**src/rtl/seg9_pkg.sv**
```systemverilog
// Shared types and constants for the 9-digit display update scheduler.
package seg9_pkg;

  localparam int unsigned DIGITS  = 9;
  localparam int unsigned PACK_W  = 72;
  localparam int unsigned LEVEL_W = 3;
  localparam int unsigned REQ_N   = 2;
  localparam int unsigned CNT_W   = 16;

  localparam logic [LEVEL_W-1:0] LEVEL_RST = LEVEL_W'(7);

  typedef enum logic [1:0] {
    IDLE      = 2'd0,
    START     = 2'd1,
    GUARD     = 2'd2,
    WAIT_DONE = 2'd3
  } state_t;

endpackage

```
**src/rtl/seg9_update_sched_if.sv**
```systemverilog
// Requester and display-controller signals of the update scheduler.
interface seg9_update_sched_if;
  import seg9_pkg::*;

  logic [REQ_N-1:0]   req;
  logic [PACK_W-1:0]  req_data0;
  logic [PACK_W-1:0]  req_data1;
  logic [LEVEL_W-1:0] req_level0;
  logic [LEVEL_W-1:0] req_level1;
  logic               req_on0;
  logic               req_on1;
  logic [REQ_N-1:0]   gnt;
  logic               disp_start;
  logic [PACK_W-1:0]  disp_data;
  logic [LEVEL_W-1:0] disp_level;
  logic               disp_on;
  logic               disp_busy;
  logic               sched_busy;
  logic [CNT_W-1:0]   update_cnt;

  // Requesters and display model side
  modport master (
    output req, req_data0, req_data1, req_level0, req_level1, req_on0, req_on1,
    output disp_busy,
    input  gnt, disp_start, disp_data, disp_level, disp_on, sched_busy, update_cnt
  );

  // Scheduler side
  modport slave (
    input  req, req_data0, req_data1, req_level0, req_level1, req_on0, req_on1,
    input  disp_busy,
    output gnt, disp_start, disp_data, disp_level, disp_on, sched_busy, update_cnt
  );

endinterface

```
**src/rtl/seg9_tick.sv**
```systemverilog
// Free-running refresh tick: one-cycle pulse every CLK_FREQ/REFRESH_HZ cycles.
module seg9_tick #(
  parameter int unsigned CLK_FREQ   = 10_000_000,
  parameter int unsigned REFRESH_HZ = 10
) (
  input  logic clk,
  input  logic rst,
  output logic tick
);

  localparam int unsigned DIV_RAW = CLK_FREQ / REFRESH_HZ;
  localparam int unsigned DIV     = (DIV_RAW > 1) ? DIV_RAW : 2;
  localparam int unsigned CNT_W   = $clog2(DIV);

  logic [CNT_W-1:0] cnt;

  // Divider counter; tick is registered on the terminal count
  always_ff @(posedge clk) begin
    if (rst) begin
      cnt  <= '0;
      tick <= 1'b0;
    end else if (cnt == CNT_W'(DIV - 1)) begin
      cnt  <= '0;
      tick <= 1'b1;
    end else begin
      cnt  <= cnt + CNT_W'(1);
      tick <= 1'b0;
    end
  end

endmodule

```
**src/rtl/seg9_update_sched.sv**
```systemverilog
// Arbitrates two requesters onto one display controller and re-sends
// the latched contents periodically.
module seg9_update_sched
  import seg9_pkg::*;
#(
  parameter int unsigned CLK_FREQ   = 10_000_000,
  parameter int unsigned REFRESH_HZ = 10
) (
  input logic                clk,
  input logic                rst,
  seg9_update_sched_if.slave bus
);

  state_t state;
  logic   last_gnt;
  logic   refresh_pending;
  logic   tick;
  logic   pick_c;

  seg9_tick #(
    .CLK_FREQ  (CLK_FREQ),
    .REFRESH_HZ(REFRESH_HZ)
  ) u_tick (
    .clk (clk),
    .rst (rst),
    .tick(tick)
  );

  // Round-robin pick: on a tie the last-granted index loses
  always_comb begin
    pick_c = 1'b0;
    if (bus.req == 2'b11) pick_c = ~last_gnt;
    else                  pick_c = bus.req[1];
  end

  // Scheduler FSM with registered outputs and refresh bookkeeping
  always_ff @(posedge clk) begin
    if (rst) begin
      state           <= IDLE;
      last_gnt        <= 1'b1;
      refresh_pending <= 1'b1;
      bus.gnt         <= '0;
      bus.disp_start  <= 1'b0;
      bus.disp_data   <= '0;
      bus.disp_level  <= LEVEL_RST;
      bus.disp_on     <= 1'b1;
      bus.sched_busy  <= 1'b0;
      bus.update_cnt  <= '0;
    end else begin
      bus.gnt        <= '0;
      bus.disp_start <= 1'b0;

      // A tick always wins over the clear in START
      if (tick)                refresh_pending <= 1'b1;
      else if (state == START) refresh_pending <= 1'b0;

      case (state)
        IDLE: begin
          if (|bus.req) begin
            last_gnt       <= pick_c;
            bus.gnt        <= pick_c ? 2'b10 : 2'b01;
            bus.disp_data  <= pick_c ? bus.req_data1  : bus.req_data0;
            bus.disp_level <= pick_c ? bus.req_level1 : bus.req_level0;
            bus.disp_on    <= pick_c ? bus.req_on1    : bus.req_on0;
            bus.disp_start <= 1'b1;
            bus.sched_busy <= 1'b1;
            state          <= START;
          end else if (refresh_pending) begin
            bus.disp_start <= 1'b1;
            bus.sched_busy <= 1'b1;
            state          <= START;
          end
        end
        START: state <= GUARD;
        GUARD: state <= WAIT_DONE;
        WAIT_DONE: begin
          if (!bus.disp_busy) begin
            bus.update_cnt <= bus.update_cnt + CNT_W'(1);
            bus.sched_busy <= 1'b0;
            state          <= IDLE;
          end
        end
        default: state <= IDLE;
      endcase
    end
  end

endmodule
```
**src/flat_wrapper.sv**
```systemverilog
// flat-port wrapper written by rule: the top's interface ports become plain ports
module seg9_update_sched_flat import seg9_pkg::*;
#(
  parameter int unsigned CLK_FREQ   = 10_000_000,
  parameter int unsigned REFRESH_HZ = 10
)
  (clk, rst, bus_req, bus_req_data0, bus_req_data1, bus_req_level0, bus_req_level1, bus_req_on0, bus_req_on1, bus_disp_busy, bus_gnt, bus_disp_start, bus_disp_data, bus_disp_level, bus_disp_on, bus_sched_busy, bus_update_cnt);
  seg9_update_sched_if bus_i ();
  input logic clk;
  input logic rst;
  input wire logic [$bits(bus_i.req)-1:0] bus_req;
  input wire logic [$bits(bus_i.req_data0)-1:0] bus_req_data0;
  input wire logic [$bits(bus_i.req_data1)-1:0] bus_req_data1;
  input wire logic [$bits(bus_i.req_level0)-1:0] bus_req_level0;
  input wire logic [$bits(bus_i.req_level1)-1:0] bus_req_level1;
  input wire logic [$bits(bus_i.req_on0)-1:0] bus_req_on0;
  input wire logic [$bits(bus_i.req_on1)-1:0] bus_req_on1;
  input wire logic [$bits(bus_i.disp_busy)-1:0] bus_disp_busy;
  output wire logic [$bits(bus_i.gnt)-1:0] bus_gnt;
  output wire logic [$bits(bus_i.disp_start)-1:0] bus_disp_start;
  output wire logic [$bits(bus_i.disp_data)-1:0] bus_disp_data;
  output wire logic [$bits(bus_i.disp_level)-1:0] bus_disp_level;
  output wire logic [$bits(bus_i.disp_on)-1:0] bus_disp_on;
  output wire logic [$bits(bus_i.sched_busy)-1:0] bus_sched_busy;
  output wire logic [$bits(bus_i.update_cnt)-1:0] bus_update_cnt;
  assign bus_i.req = bus_req;
  assign bus_i.req_data0 = bus_req_data0;
  assign bus_i.req_data1 = bus_req_data1;
  assign bus_i.req_level0 = bus_req_level0;
  assign bus_i.req_level1 = bus_req_level1;
  assign bus_i.req_on0 = bus_req_on0;
  assign bus_i.req_on1 = bus_req_on1;
  assign bus_i.disp_busy = bus_disp_busy;
  assign bus_gnt = bus_i.gnt;
  assign bus_disp_start = bus_i.disp_start;
  assign bus_disp_data = bus_i.disp_data;
  assign bus_disp_level = bus_i.disp_level;
  assign bus_disp_on = bus_i.disp_on;
  assign bus_sched_busy = bus_i.sched_busy;
  assign bus_update_cnt = bus_i.update_cnt;
  seg9_update_sched #(.CLK_FREQ(CLK_FREQ), .REFRESH_HZ(REFRESH_HZ)) u_core (.clk(clk), .rst(rst), .bus(bus_i));
endmodule
```
**config.mk**
```make
export PLATFORM = sky130hd
export DESIGN_NAME = seg9_update_sched_flat
export DESIGN_NICKNAME = d
export VERILOG_FILES = /design/src/rtl/seg9_pkg.sv /design/src/rtl/seg9_update_sched_if.sv /design/src/rtl/seg9_tick.sv /design/src/rtl/seg9_update_sched.sv /design/src/flat_wrapper.sv
export SDC_FILE = /design/constraint.sdc
export NUM_CORES = 1
export LEC_CHECK = 0
export CAP_MARGIN = 20
export CELL_PAD_IN_SITES_DETAIL_PLACEMENT = 2
export CELL_PAD_IN_SITES_GLOBAL_PLACEMENT = 2
export CORE_ASPECT_RATIO = 0.6
export CORE_MARGIN = 8
export CORE_UTILIZATION = 24
export CTS_CLUSTER_SIZE = 16
export DETAILED_ROUTE_END_ITERATION = 6
export GPL_ROUTABILITY_DRIVEN = 1
export GPL_TIMING_DRIVEN = 0
export PLACE_DENSITY = 0.9
export SKIP_CTS_REPAIR_TIMING = 1
export SYNTH_ARGS = -nofsm -noshare
export SYNTH_HDL_FRONTEND = slang
export SYNTH_SLANG_ARGS = --single-unit
```
**constraint.sdc**
```tcl
create_clock -name clk -period 4.48 [get_ports clk]
set_input_delay 0.896 -clock clk [delete_from_list [all_inputs] [get_ports clk]]
set_output_delay 0.896 -clock clk [all_outputs]
set_load 0.02 [all_outputs]
```
==> results of run 1 <==
-- area by class of cell --
cell class / instances / area [µm²]
multi-input combinational: 393 / 2532
inverter: 8 / 30.03
clock inverter: 11 / 171.4
clock buffer: 20 / 446.7
buffer: 28 / 126.4
fill: 2269 / 12320
tap: 279 / 349.1
sequential: 121 / 2422
timing repair buffer: 253 / 2530
-- cell families (layout without fill, tap and decap cells) --
group	count (synthesis)	in the layout
buffers and inverters	36	320
adder cells (fa/ha/maj)	7	7
flip-flops	121	121
multiplexers	80	80
AO/OA/AOI/OAI	97	97
XOR/XNOR	26	26
AND/OR/NAND/NOR	183	183
-- sequential cells by signal, summed over array words and instances (netlist names) --
signal and count:
u_core.bus.sched_busy 1, u_core.u_tick.cnt 20, u_core.bus.disp_level 3, u_core.last_gnt 1, u_core.bus.disp_data 72, u_core.bus.disp_on 1
u_core.bus.disp_start 1, u_core.state 2, u_core.bus.update_cnt 16, u_core.bus.gnt 2, u_core.u_tick.tick 1, u_core.refresh_pending 1
-- stage by stage --
stage | std cells | worst slack, ns | power, W | area, µm²
after floorplan | 550 | 2.391 | 0.002121 | 5111
after global placement | 1081 | 1.060 | 0.002893 | 7983
after detailed placement | 1082 | 1.069 | 0.002961 | 7990
after CTS | 1113 | 1.481 | 0.004460 | 8608
after global routing | 1113 | 1.292 | 0.004611 | 8608
final | 1113 | 1.492 | 0.004374 | 8608
-- synthesized netlist by cell type, types with 6 or more instances --
cell      number
o21ai_0       76
inv_1          8
clkbuf_1      13
xor2_1        11
nand3_1        8
nand4_1       11
dfxtp_1      121
nor2_1        42
a21oi_1        6
nand2_1       82
nor4_1         6
nor3_1        10
buf_2          8
mux2i_1       79
xnor2_1       15
ha_1           7
-- critical path: stages --
cell	delay (ns)
clkdlybuf4s50_1	0.47
o21ai_1	0.73
nor2b_1	0.21
buf_2	0.25
clkbuf_1	0.44
nand2_1	0.16
o21ai_0	0.14
-- layer usage --
layer	part of all wire	wire length (µm)	up-vias
li1	-	-	2462
met2	0.49	11080	158
met4	0.017	392	0
met3	0.065	1477	29
met1	0.43	9663	2500
met5	0	0	-
-- placed cells by master, fill, tap and decap left out, types with 2 or more instances in the layout --
cell             instances
a211o_1                  4
a211oi_1                 2
a21oi_1                  6
and4_1                   4
buf_1                    5
buf_2                    8
buf_4                    2
bufinv_16                4
clkbuf_1                15
clkbuf_16               17
clkdlybuf4s50_1        252
clkinv_2                 2
clkinv_4                 2
clkinvlp_4               2
dfxtp_1                121
ha_1                     7
inv_1                    8
mux2i_1                 79
nand2_1                 82
nand3_1                  8
nand3b_1                 2
nand4_1                 11
nor2_1                  42
nor2b_1                  4
nor3_1                  10
nor4_1                   6
o21ai_0                 76
or3_1                    3
or4_4                    2
xnor2_1                 15
xor2_1                  11
-- power breakdown --
group | internal, W | total, W | switching (W)
sequential | 0.00132 | 0.00145 | 0.000133
clock | 0.000944 | 0.00146 | 0.000513
combinational | 0.000668 | 0.00147 | 0.000800
total | 0.00293 | 0.00437 | 0.00145
-- worst max-delay path by stage --
stage / from / end / slack, ns / cells past startpoint
2_1_floorplan: bus_req[1] / u_core.last_gnt / 2.39 / 5
3_3_place_gp: bus_req[1] / u_core.bus.disp_data[49] / 1.06 / 7
3_5_place_dp: bus_req[1] / u_core.bus.disp_data[45] / 1.07 / 7
4_1_cts: bus_req[1] / u_core.bus.disp_data[19] / 1.48 / 7
5_1_grt: bus_req[1] / u_core.bus.disp_data[47] / 1.29 / 7
6_report: bus_req[1] / u_core.bus.disp_data[19] / 1.49 / 7
==> results.tsv, run 1 <==
metric	value	unit
fin crit period	2.988	ns
routing usage on met2	0.2938	
Post-synth top flop	dfxtp_1	
RSZ-0062 raised after global routing	no	
area delta synth->final	68.42	%
asr flop ratio synth	0	
Reg2Reg Depth	8	
Initial Util	0.2442	
syn nets	714	
drt first pass iters	4	
Adder-Cell Fraction of Synth Area	0.01714	
largest net degree at the start of global routing	17	
worst-margin pin slew	0.8829	ns
sequential area share after synthesis	0.4739	
worst reg2reg endpoint	u_core.bus.disp_data[19]	
Residual DRC	0	
Avg Inst Size Synth	9.293	µm²
Post-Route Utilization	0.4113	
via/cell ratio	4.626	
Post-Syn Area	5111	µm²
CTS tree	yes	
DIE WIDTH	204.4	µm
drt initial violations	145	
Max Freq	0.3347	GHz
HP Start	u_core.bus.disp_data[59]	
Setup TNS	0	ns
launch point of the worst reg-to-reg path	u_core.state[0]	
Clock Latency Late Sink	0.42	ns
hold path depth	2	
Critical Path Sink Type	flip-flop	
count of flip-flops with a built-in enable after synthesis	0	
Final ANT Viol Nets	0	
via count	5149	
final clock skew	0.01189	ns
max-cap violation count	0	
P_leak	3.138	nW
Fin. Hold Viols	0	
critical path arrival	3.31	ns
RD Place Congestion	0.7547	
I/O Buffers	252	
H-tree levels	4	
Rel. slew slack	0.4074	
first-pass GRT wire length	35050	µm
critical path type	input port to flip-flop	
Area contributors post-synth	dfxtp_1, mux2i_1, o21ai_0	
Nets	986	
Synth Instances	550	
Yosys Warn Count	0	
dpl hpwl	17940	µm
I/O Pins	253	
CTS Buffer Depth	2	
post-synthesis mux area share	0.1569	
CTS Root Cell	clkbuf_16	
die area	26380	µm²
drt wl/cell	20.32	µm
fraction of layout cells with a size suffix above 1	0.05995	
Tot GR Track Use	0.1716	
initial antenna violation count	0	
Synth Area in Compound Gates	0.1058	
Post-Synth Simple-Gate Area	0.1711	
hold-critical path endpoint	u_core.bus.disp_data[59]	
Synth top area share	0.4739	
Worst Path Required	4.80	ns
outcome	completed	
Core Area	20930	µm²
peak supply drop	0.2678	mV
gr ovfl total	0	
number of global-route vias before repair	5963	
count of pins over their slew limit	0	
worst hold path class	flip-flop to flip-flop	
startpoint class of the critical path	input port	
largest family of logic cells by synthesized area	simple AND/OR/NAND/NOR gates	
clk slew on worst S/H paths	0.06	ns
CTS buffer count	17	
Yosys reg bits	121	
Chip Height	129.0	µm
Setup Viol. Count Final	0	
Period Utilization, post-route	0.6669	
# rows	41	
Most Used Layer, Global Route	met2	
CTS sink count	121	
GRT met3 Usage	0.05459	
Unique masters post-synth	45	
final WL	22620	µm
met1 Usage GRT	0.2020	
n_diodes	0	
PD cells	508.2	nW/µm²
worst hold slack	0.4525	ns
Synth area leader	dfxtp_1	
R2R Setup Slk	1.92	ns
Max FO, Critical Path	10	
xor and xnor area share after synthesis	0.04455	
(Power assumes the default switching activity.)
==> run 2, diff against run 1 <==
Settings changed: CORE_UTILIZATION 24 to 22, PLACE_DENSITY 0.9 to 0.83.
Clock period 4.48 ns to 2.85 ns, I/O delays scaled along.
==> run 2 against run 1 <==
Compared with the run above:
- core utilization shrank 3.4 points
- first-iteration DRC count grew 3.4%
- clock power grew 63%
- die area grew 8.2%
- count of clock-buffer cells in the layout shrank 1
- combinational power grew 58%
- non-clock buffer count shrank 1
- power grew 60%
- via count shrank 0.66%
- register-to-register slack lost 1.6 ns
- worst hold slack gained 0.0026 ns
- sequential power grew 58%
- critical endpoint is now u_core.bus.disp_data[57]
- largest power group is now clock
==> results.tsv, run 2 (synthesis gave the netlist of run 1 again) <==
metric	value	unit
R2R Setup Slk	0.33	ns
Initial Util	0.2225	
Max Freq	0.3787	GHz
Max FO, Critical Path	10	
CTS Buffer Depth	2	
RSZ-0062 raised after global routing	no	
Period Utilization, post-route	0.9265	
Residual DRC	0	
outcome	completed	
clk slew on worst S/H paths	0.06	ns
final clock skew	0.01055	ns
drt initial violations	150	
Fill cells	2551	
# rows	43	
gr ovfl total	0	
max-cap violation count	0	
most common cell after layout, fill and taps aside	clkdlybuf4s50_1	
startpoint class of the critical path	input port	
area delta synth->final	69.69	%
number of global-route vias before repair	5802	
DIE WIDTH	212.8	µm
P_leak	3.139	nW
max reg flops	72	
RD Place Congestion	0.8096	
I/O Buffers	252	
Core Area	22970	µm²
Chip Height	134.1	µm
CTS Root Cell	clkbuf_16	
Setup TNS	0	ns
Worst Path Required	3.18	ns
Nets	985	
drt wl/cell	20.28	µm
count of pins over their slew limit	0	
final WL	23330	µm
critical path type	input port to flip-flop	
commonest non-fill, non-tap cells in the layout	clkdlybuf4s50_1, dfxtp_1, nand2_1	
Fin. Hold Viols	0	
peak supply drop	0.3515	mV
CTS buffer count	17	
die area	28530	µm²
Rel. slew slack	0.4739	
CTS sink count	121	
fraction of layout cells with a size suffix above 1	0.06235	
critical path arrival	2.97	ns
initial antenna violation count	1	
PD cells	805.7	nW/µm²
via/cell ratio	4.448	
worst-margin pin slew	0.7839	ns
Clock Latency Late Sink	0.42	ns
Tot GR Track Use	0.1601	
Setup Viol. Count Final	0	
first-pass GRT wire length	34690	µm
drt first pass iters	4	
fin crit period	2.641	ns
Final ANT Viol Nets	0	
register with the most flip-flops	u_core.bus.disp_data	
top flop regs	u_core.bus.disp_data x72, u_core.u_tick.cnt x20, u_core.bus.update_cnt x16	
dpl hpwl	18180	µm
via count	5115	
Critical Path Sink Type	flip-flop	
CTS tree	yes	
largest net degree at the start of global routing	17	
H-tree levels	4	
Final Power	0.006988	W
worst hold path class	flip-flop to flip-flop	
I/O Pins	253	
==> run 2: cell count changes in the layout (fill, tap and decap cells not counted) <==
cell        change
diode_2         +1
clkbuf_1        -2
clkbuf_8        +1
clkinv_4        -1
clkinv_2        -1
inv_6           +2
clkinvlp_4      +2
buf_4           -1
==> run 2: cell type report <==
cell class	count	area [µm²]	share of cell area
Clock inverter	13	190.2	0.02193
Timing Repair Buffer	252	2522	0.2908
Antenna cell	1	2.502	0.0002885
Multi-Input combinational cell	393	2532	0.2920
Sequential cell	121	2422	0.2793
Clock buffer	19	452.9	0.05222
Tap cell	315	394.1	0.04544
Buffer	28	126.4	0.01457
Inverter	8	30.03	0.003462
==> run 2: power breakdown <==
part | leakage, nW | internal [W] | total [W] | switching, W
combinational | 1.85 | 0.00104 | 0.00232 | 0.00127
sequential | 0.991 | 0.00207 | 0.00229 | 0.000219
clock | 0.303 | 0.00152 | 0.00238 | 0.000866
==> run 2: metal layers <==
| layer | up-vias | global-route usage | part of all wire |
|---|---|---|---|
| met4 | 0 | 0.04469 | 0.017 |
| li1 | 2458 | - | - |
| met2 | 144 | 0.2725 | 0.48 |
| met1 | 2489 | 0.1885 | 0.44 |
| met3 | 24 | 0.05638 | 0.065 |
| met5 | - | 0 | 0 |
==> run 2: worst paths after layout <==
kind / from / endpoint / cells past startpoint
setup / recovery: bus_req[1] / u_core.bus.disp_data[57] / 7
hold reg to reg: u_core.u_tick.tick / u_core.refresh_pending / 2
setup reg to reg: u_core.state[1] / u_core.bus.disp_data[57] / 8
hold / removal: u_core.u_tick.tick / u_core.refresh_pending / 2
==> run 2: through the flow <==
stage | setup slack [ns] | utilization | cells | hold WS [ns] | instance area [µm²]
6_report | 0.2094 | 0.3775 | 1150 | 0.4551 | 8673
5_1_grt | 0.05332 | 0.3775 | 1150 | 0.4821 | 8673
4_1_cts | 0.2330 | 0.3774 | 1149 | 0.4498 | 8671
3_5_place_dp | -0.1845 | 0.3494 | 1117 | 0.4274 | 8028
3_3_place_gp | -0.1167 | 0.3494 | 1117 | 0.4294 | 8028
2_1_floorplan | 1.049 | - | 550 | 0.3933 | 5111
==> run 2: critical path: stages <==
cell and delay, ns:
clkdlybuf4s50_1 0.49, o21ai_1 0.66, nor2b_1 0.21, buf_2 0.26, clkbuf_1 0.54, nand2_1 0.13, o21ai_0 0.11
==> run 3, diff against run 2 <==
Settings changed: CORE_UTILIZATION 22 to 20, PLACE_DENSITY 0.83 to 0.8.
Clock period 2.85 ns to 2.3 ns, I/O delays scaled along.
==> run 3 against run 2 <==
Compared with the run above:
- clock skew about the same
- clock power increased by 7%
- sequential power increased by 22%
- first-iteration DRC count increased by 23%
- combinational power increased by 24%
- register-to-register slack got worse by 0.17 ns
- via count decreased by 0.94%
- core utilization decreased by 3.5 points
- worst setup slack got worse by 0.048 ns
- critical path depth decreased by 1
- highest routed layer unchanged
==> results.tsv, run 3 (synthesis gave the netlist of run 1 again) <==
metric	value	unit
max incr delay on CP	0.61	ns
HP Start	u_core.u_tick.tick	
startpoint class of the critical path	flip-flop	
die area	31100	µm²
CTS tree	yes	
Reg2Reg Depth	6	
final WL	22910	µm
fin crit period	2.139	ns
commonest non-fill, non-tap cells in the layout	clkdlybuf4s50_1, dfxtp_1, nand2_1	
R2R Setup Slk	0.16	ns
I/O Buffers	252	
first-pass GRT wire length	33880	µm
via count	5067	
P_leak	3.141	nW
top flop regs	u_core.bus.disp_data x72, u_core.u_tick.cnt x20, u_core.bus.update_cnt x16	
RD Place Congestion	0.7766	
Critical Path Sink Type	flip-flop	
H-tree levels	4	
Nets	985	
area delta synth->final	68.86	%
Tot GR Track Use	0.1428	
Max Freq	0.4676	GHz
count of pins over their slew limit	0	
critical path type	flip-flop to flip-flop	
Post-Route Utilization	0.3422	
Worst Path Required	2.60	ns
worst-margin pin slew	0.5843	ns
CTS buffer count	17	
drt wl/cell	19.71	µm
CTS Root Cell	clkbuf_16	
slowest cell on the critical path	or4_4	
Fin. Hold Viols	0	
Register Area	2422	µm²
worst hold slack	0.4372	ns
Chip Height	139.8	µm
number of global-route vias before repair	5478	
Critical Path, Cell by Cell	ha_1 -> nand3_2 -> or4_4 -> o21bai_4 -> buf_6 -> nor2_1	
design area	8631	µm²
Max FO, Critical Path	10	
register with the most flip-flops	u_core.bus.disp_data	
CTS sink count	121	
via/cell ratio	4.361	
final setup margin	0.1612	ns
Setup Viol. Count Final	0	
Period Utilization, post-route	0.9299	
DIE WIDTH	222.4	µm
clk slew on worst S/H paths	0.06	ns
drt first pass iters	4	
I/O Pins	253	
Setup WS pre-CTS	-0.6776	ns
critical path arrival	2.44	ns
launch point of the worst reg-to-reg path	u_core.u_tick.cnt[0]	
fraction of layout cells with a size suffix above 1	0.07563	
hold path depth	2	
largest net degree at the start of global routing	17	
CTS Buffer Depth	2	
# rows	45	
gr ovfl total	0	
max-cap violation count	0	
peak supply drop	0.3698	mV
hold-critical path endpoint	u_core.refresh_pending	
final clock skew	0.01073	ns
drt initial violations	185	
Fill cells	2806	
n_diodes	0	
Residual DRC	0	
most common cell after layout, fill and taps aside	clkdlybuf4s50_1	
Clock Latency Late Sink	0.42	ns
initial antenna violation count	0	
Initial Util	0.2026	
outcome	completed	
Final ANT Viol Nets	0	
footprint of the multi-input gates	2540	µm²
CP bufs+invs	1	
max reg flops	72	
PD cells	954.5	nW/µm²
RSZ-0062 raised after global routing	no	
Rel. slew slack	0.6105	
CP top delay family	simple AND/OR/NAND/NOR gates	
placed cell area	8045	µm²
Core Area	25220	µm²
worst reg2reg endpoint	u_core.u_tick.cnt[8]	
dpl hpwl	18330	µm
worst hold path class	flip-flop to flip-flop	
## run 3: changes by cell type in the layout (fill, tap and decap cells not counted), sizes merged
cell	delta
clkinv	+4
clkbuf	+5
bufinv	-3
diode	-1
inv	-2
clkinvlp	-1
buf	-4
## run 3: metal layers
metal | track usage | vias up | wire length [µm]
met5 | 0 | - | 0
met4 | 0.03142 | 0 | 197
met3 | 0.04196 | 13 | 1067
met2 | 0.2379 | 118 | 11010
met1 | 0.1808 | 2475 | 10630
li1 | - | 2461 | -
## run 3: power breakdown
group | switching (W) | internal [W] | total [W]
Combinational | 0.00157 | 0.00132 | 0.00288
Sequential | 0.000241 | 0.00256 | 0.00280
Clock | 0.00102 | 0.00153 | 0.00255
Total | 0.00282 | 0.00541 | 0.00824
## run 3: area by class of cell
class                           count  share of cell area
Sequential cell                   121              0.2807
Tap cell                          329             0.04769
Clock inverter                     11             0.01145
Multi-Input combinational cell    393              0.2943
Timing Repair Buffer              252              0.2923
Inverter                            8            0.003479
Buffer                             28             0.01725
Clock buffer                       20             0.05291
## run 3: worst register-to-register path, cell delays in order (launching register included)
cell,delay (ns)
dfxtp_1,0.40
ha_1,0.24
nand3_2,0.21
or4_4,0.61
o21bai_4,0.32
buf_6,0.20
nor2_1,0.05
## run 3: stage by stage
stage / instances / setup TNS (ns) / power (W)
finish: 1162 / 0 / 0.008238
global route: 1162 / 0 / 0.008715
CTS: 1162 / -9.469 / 0.008405
detailed placement: 1131 / -37.92 / 0.005782
global placement: 1131 / -33.23 / 0.005689
floorplan: 550 / 0 / 0.004131
## run 3: how the worst max path moves through the flow
stage | start | end | slack (ns) | cells past startpoint
floorplan | u_core.u_tick.cnt[0] | u_core.u_tick.cnt[10] | 0.50 | 6
global placement | bus_req[1] | u_core.last_gnt | -0.62 | 6
detailed placement | bus_req[1] | u_core.bus.disp_data[53] | -0.68 | 7
CTS | u_core.state[0] | u_core.bus.disp_data[53] | -0.29 | 8
global route | u_core.u_tick.cnt[0] | u_core.u_tick.cnt[7] | 0.002 | 6
finish | u_core.u_tick.cnt[0] | u_core.u_tick.cnt[8] | 0.16 | 6
